==> config.mk <==
export PLATFORM = sky130hd
export DESIGN_NAME = mem_access_stage
export DESIGN_NICKNAME = d
export VERILOG_FILES = /design/src/rtl/mem_access_stage.sv
export SDC_FILE = /design/constraint.sdc
export NUM_CORES = 1
export LEC_CHECK = 0
export BUFFER_PORTS_ARGS = -buffer_cell sky130_fd_sc_hd__buf_2
export CORE_ASPECT_RATIO = 2
export CORE_MARGIN = 3
export CORE_UTILIZATION = 30
export CTS_CLUSTER_DIAMETER = 50
export DETAILED_ROUTE_END_ITERATION = 7
export PLACE_DENSITY = 0.59
export SLEW_MARGIN = 20
export SYNTH_ARGS = -nofsm -noshare
export SYNTH_HDL_FRONTEND = slang
export SYNTH_SLANG_ARGS = --single-unit
export TNS_END_PERCENT = 20
==> constraint.sdc <==
create_clock -name clk -period 1.7 [get_ports clk]
set_input_delay 0.085 -clock clk [delete_from_list [all_inputs] [get_ports clk]]
set_output_delay 0.085 -clock clk [all_outputs]
set_load 0.02 [all_outputs]
==> src/rtl/mem_access_stage.sv <==
// mem_access_stage
// Memory stage of the pipeline. It consumes the EX/MEM register and runs a
// req/gnt/rvalid handshake with the data memory. It aligns and extends load
// data, stalls the upstream stages while an access is outstanding, and
// registers the MEM/WB outputs.
//
// Ports
//   clk, reset                 pipeline clock, async active-high reset
//   memread_MEM/memwrite_MEM   load / store in MEM (read wins if both set)
//   regwrite_MEM, rd_MEM       write-back enable and destination
//   ALU_data_MEM               ALU result, byte address for loads/stores
//   store_data_MEM             store data (rs2)
//   funct3_MEM                 size/sign: 000 B, 001 H, 010 W, 100 BU, 101 HU
//   dmem_*                     data memory request/response channel
//   stall_MEM                  freeze IF..EX/MEM while an access is pending
//   misalign_MEM               misaligned H/W access (no request issued)
//   regwrite_WB, rd_WB, wb_data_WB  registered MEM/WB outputs
module mem_access_stage (
  input  logic        clk,
  input  logic        reset,
  input  logic        memread_MEM,
  input  logic        memwrite_MEM,
  input  logic        regwrite_MEM,
  input  logic [4:0]  rd_MEM,
  input  logic [31:0] ALU_data_MEM,
  input  logic [31:0] store_data_MEM,
  input  logic [2:0]  funct3_MEM,
  output logic        dmem_req,
  output logic        dmem_we,
  output logic [31:0] dmem_addr,
  output logic [3:0]  dmem_be,
  output logic [31:0] dmem_wdata,
  input  logic        dmem_gnt,
  input  logic        dmem_rvalid,
  input  logic [31:0] dmem_rdata,
  output logic        stall_MEM,
  output logic        misalign_MEM,
  output logic        regwrite_WB,
  output logic [4:0]  rd_WB,
  output logic [31:0] wb_data_WB
);

  typedef enum logic [0:0] {ST_IDLE = 1'b0, ST_WAIT = 1'b1} state_t;

  state_t      state_q, state_d;
  logic        regwrite_q, regwrite_d;
  logic [4:0]  rd_q, rd_d;
  logic [31:0] wb_data_q, wb_data_d;

  logic        is_read, is_write, misalign, access;
  logic        req, stall;
  logic [7:0]  load_byte;
  logic [15:0] load_half;
  logic [31:0] load_ext;

  // Access classification and alignment check (funct3[1:0] carries the size)
  always_comb begin
    is_read  = memread_MEM;
    is_write = memwrite_MEM & ~memread_MEM;
    case (funct3_MEM[1:0])
      2'b01:   misalign = (memread_MEM | memwrite_MEM) & ALU_data_MEM[0];
      2'b10:   misalign = (memread_MEM | memwrite_MEM) & (ALU_data_MEM[1:0] != 2'b00);
      default: misalign = 1'b0;
    endcase
    access = (memread_MEM | memwrite_MEM) & ~misalign;
  end

  // Byte enables and lane-replicated store data; loads use the same enables
  always_comb begin
    dmem_addr = {ALU_data_MEM[31:2], 2'b00};
    case (funct3_MEM[1:0])
      2'b00: begin
        dmem_be    = 4'b0001 << ALU_data_MEM[1:0];
        dmem_wdata = {4{store_data_MEM[7:0]}};
      end
      2'b01: begin
        dmem_be    = 4'b0011 << ALU_data_MEM[1:0];
        dmem_wdata = {2{store_data_MEM[15:0]}};
      end
      2'b10: begin
        dmem_be    = 4'b1111;
        dmem_wdata = store_data_MEM;
      end
      default: begin
        dmem_be    = 4'b0000;
        dmem_wdata = store_data_MEM;
      end
    endcase
  end

  // Load lane select and sign/zero extension
  always_comb begin
    case (ALU_data_MEM[1:0])
      2'b00:   load_byte = dmem_rdata[7:0];
      2'b01:   load_byte = dmem_rdata[15:8];
      2'b10:   load_byte = dmem_rdata[23:16];
      2'b11:   load_byte = dmem_rdata[31:24];
      default: load_byte = dmem_rdata[7:0];
    endcase
    if (ALU_data_MEM[1]) begin
      load_half = dmem_rdata[31:16];
    end else begin
      load_half = dmem_rdata[15:0];
    end
    case (funct3_MEM)
      3'b000:  load_ext = {{24{load_byte[7]}}, load_byte};
      3'b001:  load_ext = {{16{load_half[15]}}, load_half};
      3'b100:  load_ext = {24'h000000, load_byte};
      3'b101:  load_ext = {16'h0000, load_half};
      default: load_ext = dmem_rdata;
    endcase
  end

  // Handshake FSM: a granted read moves to WAIT; rvalid is only seen in WAIT
  always_comb begin
    state_d = state_q;
    req     = 1'b0;
    stall   = 1'b0;
    case (state_q)
      ST_IDLE: begin
        req   = access;
        // a granted store finishes this cycle, anything else still pending stalls
        stall = access & ~(dmem_gnt & is_write);
        if (access & dmem_gnt & is_read) begin
          state_d = ST_WAIT;
        end else begin
          state_d = ST_IDLE;
        end
      end
      ST_WAIT: begin
        stall = ~dmem_rvalid;
        if (dmem_rvalid) begin
          state_d = ST_IDLE;
        end else begin
          state_d = ST_WAIT;
        end
      end
      default: begin
        state_d = ST_IDLE;
      end
    endcase
  end

  // MEM/WB next values: a stall inserts a bubble and holds rd/data
  always_comb begin
    if (stall) begin
      regwrite_d = 1'b0;
      rd_d       = rd_q;
      wb_data_d  = wb_data_q;
    end else begin
      regwrite_d = regwrite_MEM & ~misalign;
      rd_d       = rd_MEM;
      if (memread_MEM) begin
        wb_data_d = load_ext;
      end else begin
        wb_data_d = ALU_data_MEM;
      end
    end
  end

  // State and MEM/WB registers
  always_ff @(posedge clk or posedge reset) begin
    if (reset) begin
      state_q    <= ST_IDLE;
      regwrite_q <= 1'b0;
      rd_q       <= 5'd0;
      wb_data_q  <= 32'h0000_0000;
    end else begin
      state_q    <= state_d;
      regwrite_q <= regwrite_d;
      rd_q       <= rd_d;
      wb_data_q  <= wb_data_d;
    end
  end

  assign dmem_we      = is_write;
  assign dmem_req     = req & ~reset;
  assign stall_MEM    = stall & ~reset;
  assign misalign_MEM = misalign & ~reset;
  assign regwrite_WB  = regwrite_q;
  assign rd_WB        = rd_q;
  assign wb_data_WB   = wb_data_q;

endmodule

==> qor.yml, run 1 <==
reg2reg_to: "wb_data_WB[16]"
r2r-start: "state_q"
clk_pin_slew_worst_paths_ns: 0.06
post-route-util_pct: 44.2
floorplan.io_pins: 221
required_ns: 1.62
crit_path_start_kind: "flip-flop"
drv_slew: 0
grt_remaining_overflow: 0
worstPathArrival_ns: 1.54
port_buffers: 218
timing.final.crit_share_pct: 95.3
netlist_area_um2: 3000
synth_top_area_cell: "dfrtp_1"
dr.pass1.iters: 4
insertion_delay_ns: 0.29
hold_path.class: "in -> async"
reg2reg_depth: 6
finClkSkew_ns: 0.00475
max-cap-violations: 0
cts_hold_buf: 0
die-area_um2: 11300
outcome: "complete, but fails checks"
ys.flop_type: "dfrtp_1"
place_congestion: 0.846
crit_chain: "o31ai_4, buf_12, and2_1, buf_4"
via_per_inst: 4.88
stdcell_count: 703
cpMaxStageDelayCell: "dfrtp_1"
ir_worst_vdd_mv: 0.408
yosys-top-cells-area: "dfrtp_1 33%, nand2_1 11%, buf_4 10%, o21ai_0 4.5%, o2bb2ai_1 3.2%"
cts_tree: "yes"
r2r_setup_slack_ns: 0.12
synth_cells: 375
rows: 51
initial_core_util_pct: 30.7
synth_seq_cells: 39
wl_um: 12000
num_vias: 3430
syn_to_final_growth_pct: 44.1
fin_crit_ns: 1.62
grt_use_total_pct: 20.9
clkSinkCount: 39
core_um2: 9760
synth.top_cell.area_share_pct: 32.6
fin_nets: 683
timing_hold_violations_final: 7
power_density_nw_per_um2: 904
finalSetupViolCount: 0
max_slew_margin_pct: 65.0
placed_cells: 692
rsz0062_at_grt: "yes"
cts_buffers: 5
wire_per_inst_um: 17.1
grt_pass1_wl_um: 18300
hpwl_um: 10000
path_delay_family: "flip-flops"
ys_warn_count: 0
fillers: 1008
htreeDepth: 2
synth_enable_flop_cells: 0
violations: "negative hold slack"
drive_gt1_share_pct: 48.1
fmax_ghz: 0.617
cp_max_fo: 11
synthTopCellsByCount: "89 x nand2_1, 41 x buf_4, 39 x dfrtp_1"
p_leak_uw: 0.00231
drc: 0
yosysMostFrequentCell: "nand2_1"
synth_area_per_cell_um2: 7.99
slowest_delay_ns: 0.45
clockRootBuffer: "clkbuf_16"
critical_path_buf_inv_count: 2
synth-async-reset-ratio_pct: 100
grt_pass1_vias: 3559
antenna_found_initial: 1
endpoint_kind: "output pin"
synth_cell_types: 43
drtIter0Drc: 104
worstSetupPathType: "reg -> out"
ys_seq_area_share_pct: 32.6
max_slew.worst_pin.slew_ns: 0.524
cts_buffer_depth: 2
whs_ns: -0.0243
ant_nets: 0
grt_max_degree: 40
dieHeight_um: 147
die_w_um: 76.7
[tightest hold or removal path, stage by stage]
cell	delay, ns
buf_2	0.13
inv_2	0.07
buf_4	0.43
[flip-flops by register name (all words and copies together), names as in the netlist]
| register | count |
|---|---|
| rd_WB | 5 |
| state_q | 1 |
| wb_data_WB | 32 |
| regwrite_WB | 1 |
[worst max-delay path by stage]
| stage | depth (start not counted) | endpoint | start | slack, ns |
|---|---|---|---|---|
| final | 4 | stall_MEM | state_q | 0.08 |
| after global routing | 8 | dmem_be[2] | funct3_MEM[1] | -0.03 |
| after CTS | 9 | stall_MEM | funct3_MEM[1] | 0.02 |
| after detailed placement | 8 | wb_data_WB[13] | funct3_MEM[1] | -0.14 |
| after global placement | 8 | rd_WB[3] | funct3_MEM[1] | -0.07 |
| after floorplan | 7 | dmem_be[3] | funct3_MEM[1] | 0.01 |
[where the power goes]
group / leakage, uW / switching (uW) / internal [uW] / total (uW)
clock: 0.0000669 / 381 / 542 / 922
sequential: 0.000474 / 111 / 1130 / 1240
combinational: 0.00177 / 1050 / 684 / 1740
[placed cells by master, fill, tap and decap left out, drive strengths merged, types with 3 or more instances in the layout]
cell	count
buf	252
nand2	89
dfrtp	39
o21ai	39
nor2	12
o2bb2ai	11
a22oi	10
a21oi	9
nand2b	9
mux2i	8
a22o	8
mux2	8
o22ai	7
o221ai	7
nor2b	6
a211oi	6
a21o	6
a221o	6
clkbuf	6
o31ai	5
inv	4
ha	3
[layer usage]
metal	vias up	wire length [um]	global-route usage (%)
met3	21	679	3.23
met4	0	430	9.44
met5	-	0	0
met1	1571	4080	20.5
li1	1677	-	-
met2	161	6800	41.6
[final cells by class]
cell class | instances | area, um2 | area share [%]
clock inverter | 2 | 12.5 | 0.290
timing repair buffer | 253 | 1410 | 32.7
tap | 132 | 165 | 3.82
clock buffer | 6 | 129 | 2.98
multi-input combinational | 266 | 1610 | 37.2
inverter | 4 | 15.0 | 0.348
antenna | 1 | 2.50 | 0.0579
sequential | 39 | 976 | 22.6
[kinds of logic after synthesis]
logic type | Yosys count | share of synthesized area, %
compound gates | 119 | 27.7
buf+inv | 71 | 14.8
mux | 16 | 5.80
fa+ha+maj | 3 | 1.25
other cells | 1 | 0.125
flops | 39 | 32.6
simple gates | 126 | 17.8
[repair_timing]
action | in CTS | in global routing
gates resized for setup | 2 | 5
setup endpoints to repair | 15 | 37
gates cloned | 1 | 0
setup buffers | 2 | 0
pin swaps | 1 | 2
[metrics by stage]
stage          setup WS (ns)  cell area [um2]  total power [uW]  TNS (ns)
2_1_floorplan         0.0116             3010              2280         0
3_3_place_gp         -0.0668             4110              2940    -0.793
3_5_place_dp          -0.141             4110              2960     -2.23
4_1_cts               0.0214             4310              3950         0
5_1_grt              -0.0308             4320              4130   -0.0407
6_report              0.0797             4320              3900         0
(Power assumes the default switching activity.)
==> run 2, diff against run 1 <==
--- a/config.mk
+++ b/config.mk
@@ -6,6 +6,7 @@
 export NUM_CORES = 1
 export LEC_CHECK = 0
 export BUFFER_PORTS_ARGS = -buffer_cell sky130_fd_sc_hd__buf_2
+export CAP_MARGIN = 30
 export CORE_ASPECT_RATIO = 2
 export CORE_MARGIN = 3
 export CORE_UTILIZATION = 30
==> constraint.sdc (replaced) <==
create_clock -name clk -period 1.53 [get_ports clk]
set_input_delay 0.0765 -clock clk [delete_from_list [all_inputs] [get_ports clk]]
set_output_delay 0.0765 -clock clk [all_outputs]
set_load 0.02 [all_outputs]
==> qor.yml, run 2 (synthesized netlist as in run 1, its figures left out) <==
r2r-start: "state_q"  # unchanged
crit_path_start_kind: "flip-flop"  # unchanged
fillers: 1005  # was 1,008
p_leak_uw: 0.00238  # was 0.00231 uW
fin_crit_ns: 1.58
fin_setup_tns_ns: -0.107  # was 0 ns
timing_hold_violations_final: 0  # was 7
grt_use_total_pct: 21.4  # was 20.9%
place_congestion: 0.930  # was 0.846
clk_pin_slew_worst_paths_ns: 0.07  # was 0.06 ns
htreeDepth: 2  # unchanged
insertion_delay_ns: 0.29  # about the same
grt_busiest_layer: "met2"  # unchanged
cts_tree: "yes"  # unchanged
largest_reg_flops: 32  # unchanged
ant_nets: 0  # unchanged
violations: "negative setup slack"  # was negative hold slack
outcome: "complete, but fails checks"  # unchanged
power_density_nw_per_um2: 1020  # was 904 nW/um2
fin_nets: 691  # was 683
finalSetupViolCount: 6  # was 0
clkSinkCount: 39  # unchanged
wire_per_inst_um: 17.2  # was 17.1 um
via_per_inst: 4.97  # was 4.88
cp_max_fo: 5  # was 11
globalRouteMet1Util_pct: 21.7  # was 20.5%
grt_pass1_wl_um: 18900  # was 18,300 um
floorplan.io_pins: 221  # unchanged
antenna_found_initial: 1  # unchanged
dr.pass1.iters: 4  # unchanged
drv_slew: 0  # unchanged
die_w_um: 76.7  # unchanged
port_buffers: 218  # unchanged
use_met3_pct: 2.80  # was 3.23%
whs_ns: 0.0233  # was -0.0243 ns
dieHeight_um: 147  # unchanged
finClkSkew_ns: 0.00768  # was 0.00475 ns
clockRootBuffer: "clkbuf_16"  # unchanged
cts_buffers: 5  # unchanged
endpoint_kind: "output pin"  # unchanged
cts_buffer_depth: 2  # unchanged
final_cell_mix: "216 x buf_2, 88 x nand2_1, 38 x dfrtp_1, 31 x buf_4, 26 x o21ai_0"  # was 217 x buf_2, 89 x nand2_1, 39 x dfrtp_1, 32 x buf_4, 27 x o21ai_0
max_slew.worst_pin.slew_ns: 0.536  # was 0.524 ns
drtIter0Drc: 104  # unchanged
placed_cells: 694  # was 692
initial_core_util_pct: 30.7  # unchanged
regArea_um2: 977  # was 976 um2
r2r_setup_slack_ns: -0.03  # was 0.12 ns
hpwl_um: 9990  # was 10,000 um
layout_commonest_cell: "buf_2"  # unchanged
syn_to_final_growth_pct: 50.0  # was 44.1%
worstPathArrival_ns: 1.51  # was 1.54 ns
fmax_ghz: 0.631
reg2reg_to: "wb_data_WB[16]"  # unchanged
ir_worst_vdd_mv: 0.479  # was 0.408 mV
p_total_uw: 4610  # was 3900 uW
drive_gt1_share_pct: 50.9  # was 48.1%
wl_um: 12300  # was 12,000 um
max_slew_margin_pct: 64.3  # was 65.0%
num_vias: 3533  # was 3,430
grt_pass1_vias: 3678  # was 3,559
rows: 51  # unchanged
post-route-util_pct: 46.1  # was 44.2%
reg2reg_depth: 6  # unchanged
use_met2_pct: 40.6  # was 41.6%
grt_remaining_overflow: 0  # unchanged
core_um2: 9760  # unchanged
multiInputGateArea_um2: 1660  # was 1610 um2
die-area_um2: 11300  # unchanged
drc: 0  # unchanged
hold_path.class: "in -> async"  # unchanged
stdcell_count: 711  # was 703
worstSetupPathType: "reg -> out"  # unchanged
required_ns: 1.45  # was 1.62 ns
rsz0062_at_grt: "yes"  # unchanged
fin_ws_ns: -0.0540  # was 0.0797 ns
timing.final.crit_share_pct: 104
grt_max_degree: 48  # was 40
max-cap-violations: 0  # unchanged
==> run 2: cell count changes in the layout (fill, tap and decap cells not counted), moves of 3 or more <==
cell / change
dlygate4sd3_1: +3
buf_6: +7
mux2_1: -4
mux2_4: +5
==> run 2: critical path, cell delays in order (launching register included) <==
cell and delay [ns]:
dfrtp_2 0.45, o31ai_4 0.38, buf_12 0.16, and2_4 0.13, buf_6 0.11
==> run 2: final cells by class <==
class	instances	share of cell area, %
clock inverters	3	1.03
repair buffers	261	33.4
flip-flops and latches	39	21.7
inverters	4	0.334
clock buffers	5	2.78
well taps	132	3.67
diodes	1	0.0556
multi-input cells	266	37.0
==> run 2: layer usage <==
layer	vias up	part of all wire (%)
li1	1692	-
met1	1647	34
met2	169	56
met3	25	5.4
met4	0	4.4
met5	-	0
==> run 2: how the worst max path moves through the flow <==
stage / from / cells past startpoint / to
final: state_q / 4 / stall_MEM
after global routing: state_q / 4 / stall_MEM
after CTS: funct3_MEM[1] / 9 / stall_MEM
after detailed placement: funct3_MEM[0] / 11 / wb_data_WB[22]
after global placement: funct3_MEM[0] / 9 / rd_WB[3]
after floorplan: funct3_MEM[1] / 8 / dmem_wdata[16]
==> run 2: metrics by stage <==
| stage | cell area [um2] | setup slack (ns) |
|---|---|---|
| after floorplan | 3020 | -0.0492 |
| final | 4500 | -0.0540 |
| after CTS | 4440 | -0.00694 |
| after global placement | 4140 | -0.223 |
| after global routing | 4500 | -0.0745 |
| after detailed placement | 4140 | -0.249 |
==> run 2: repair_timing <==
action,4_1_cts,5_1_grt
endpoints found under the hold margin,3,0
setup endpoints to repair,6,47
setup buffers,5,1
hold buffers,3,0
gates resized for setup,16,16
cloned,0,0
pin swaps,4,1
==> run 2: power by group <==
group / switching [uW] / internal, uW
sequential: 134 / 1260
combinational: 1190 / 803
clock: 441 / 775
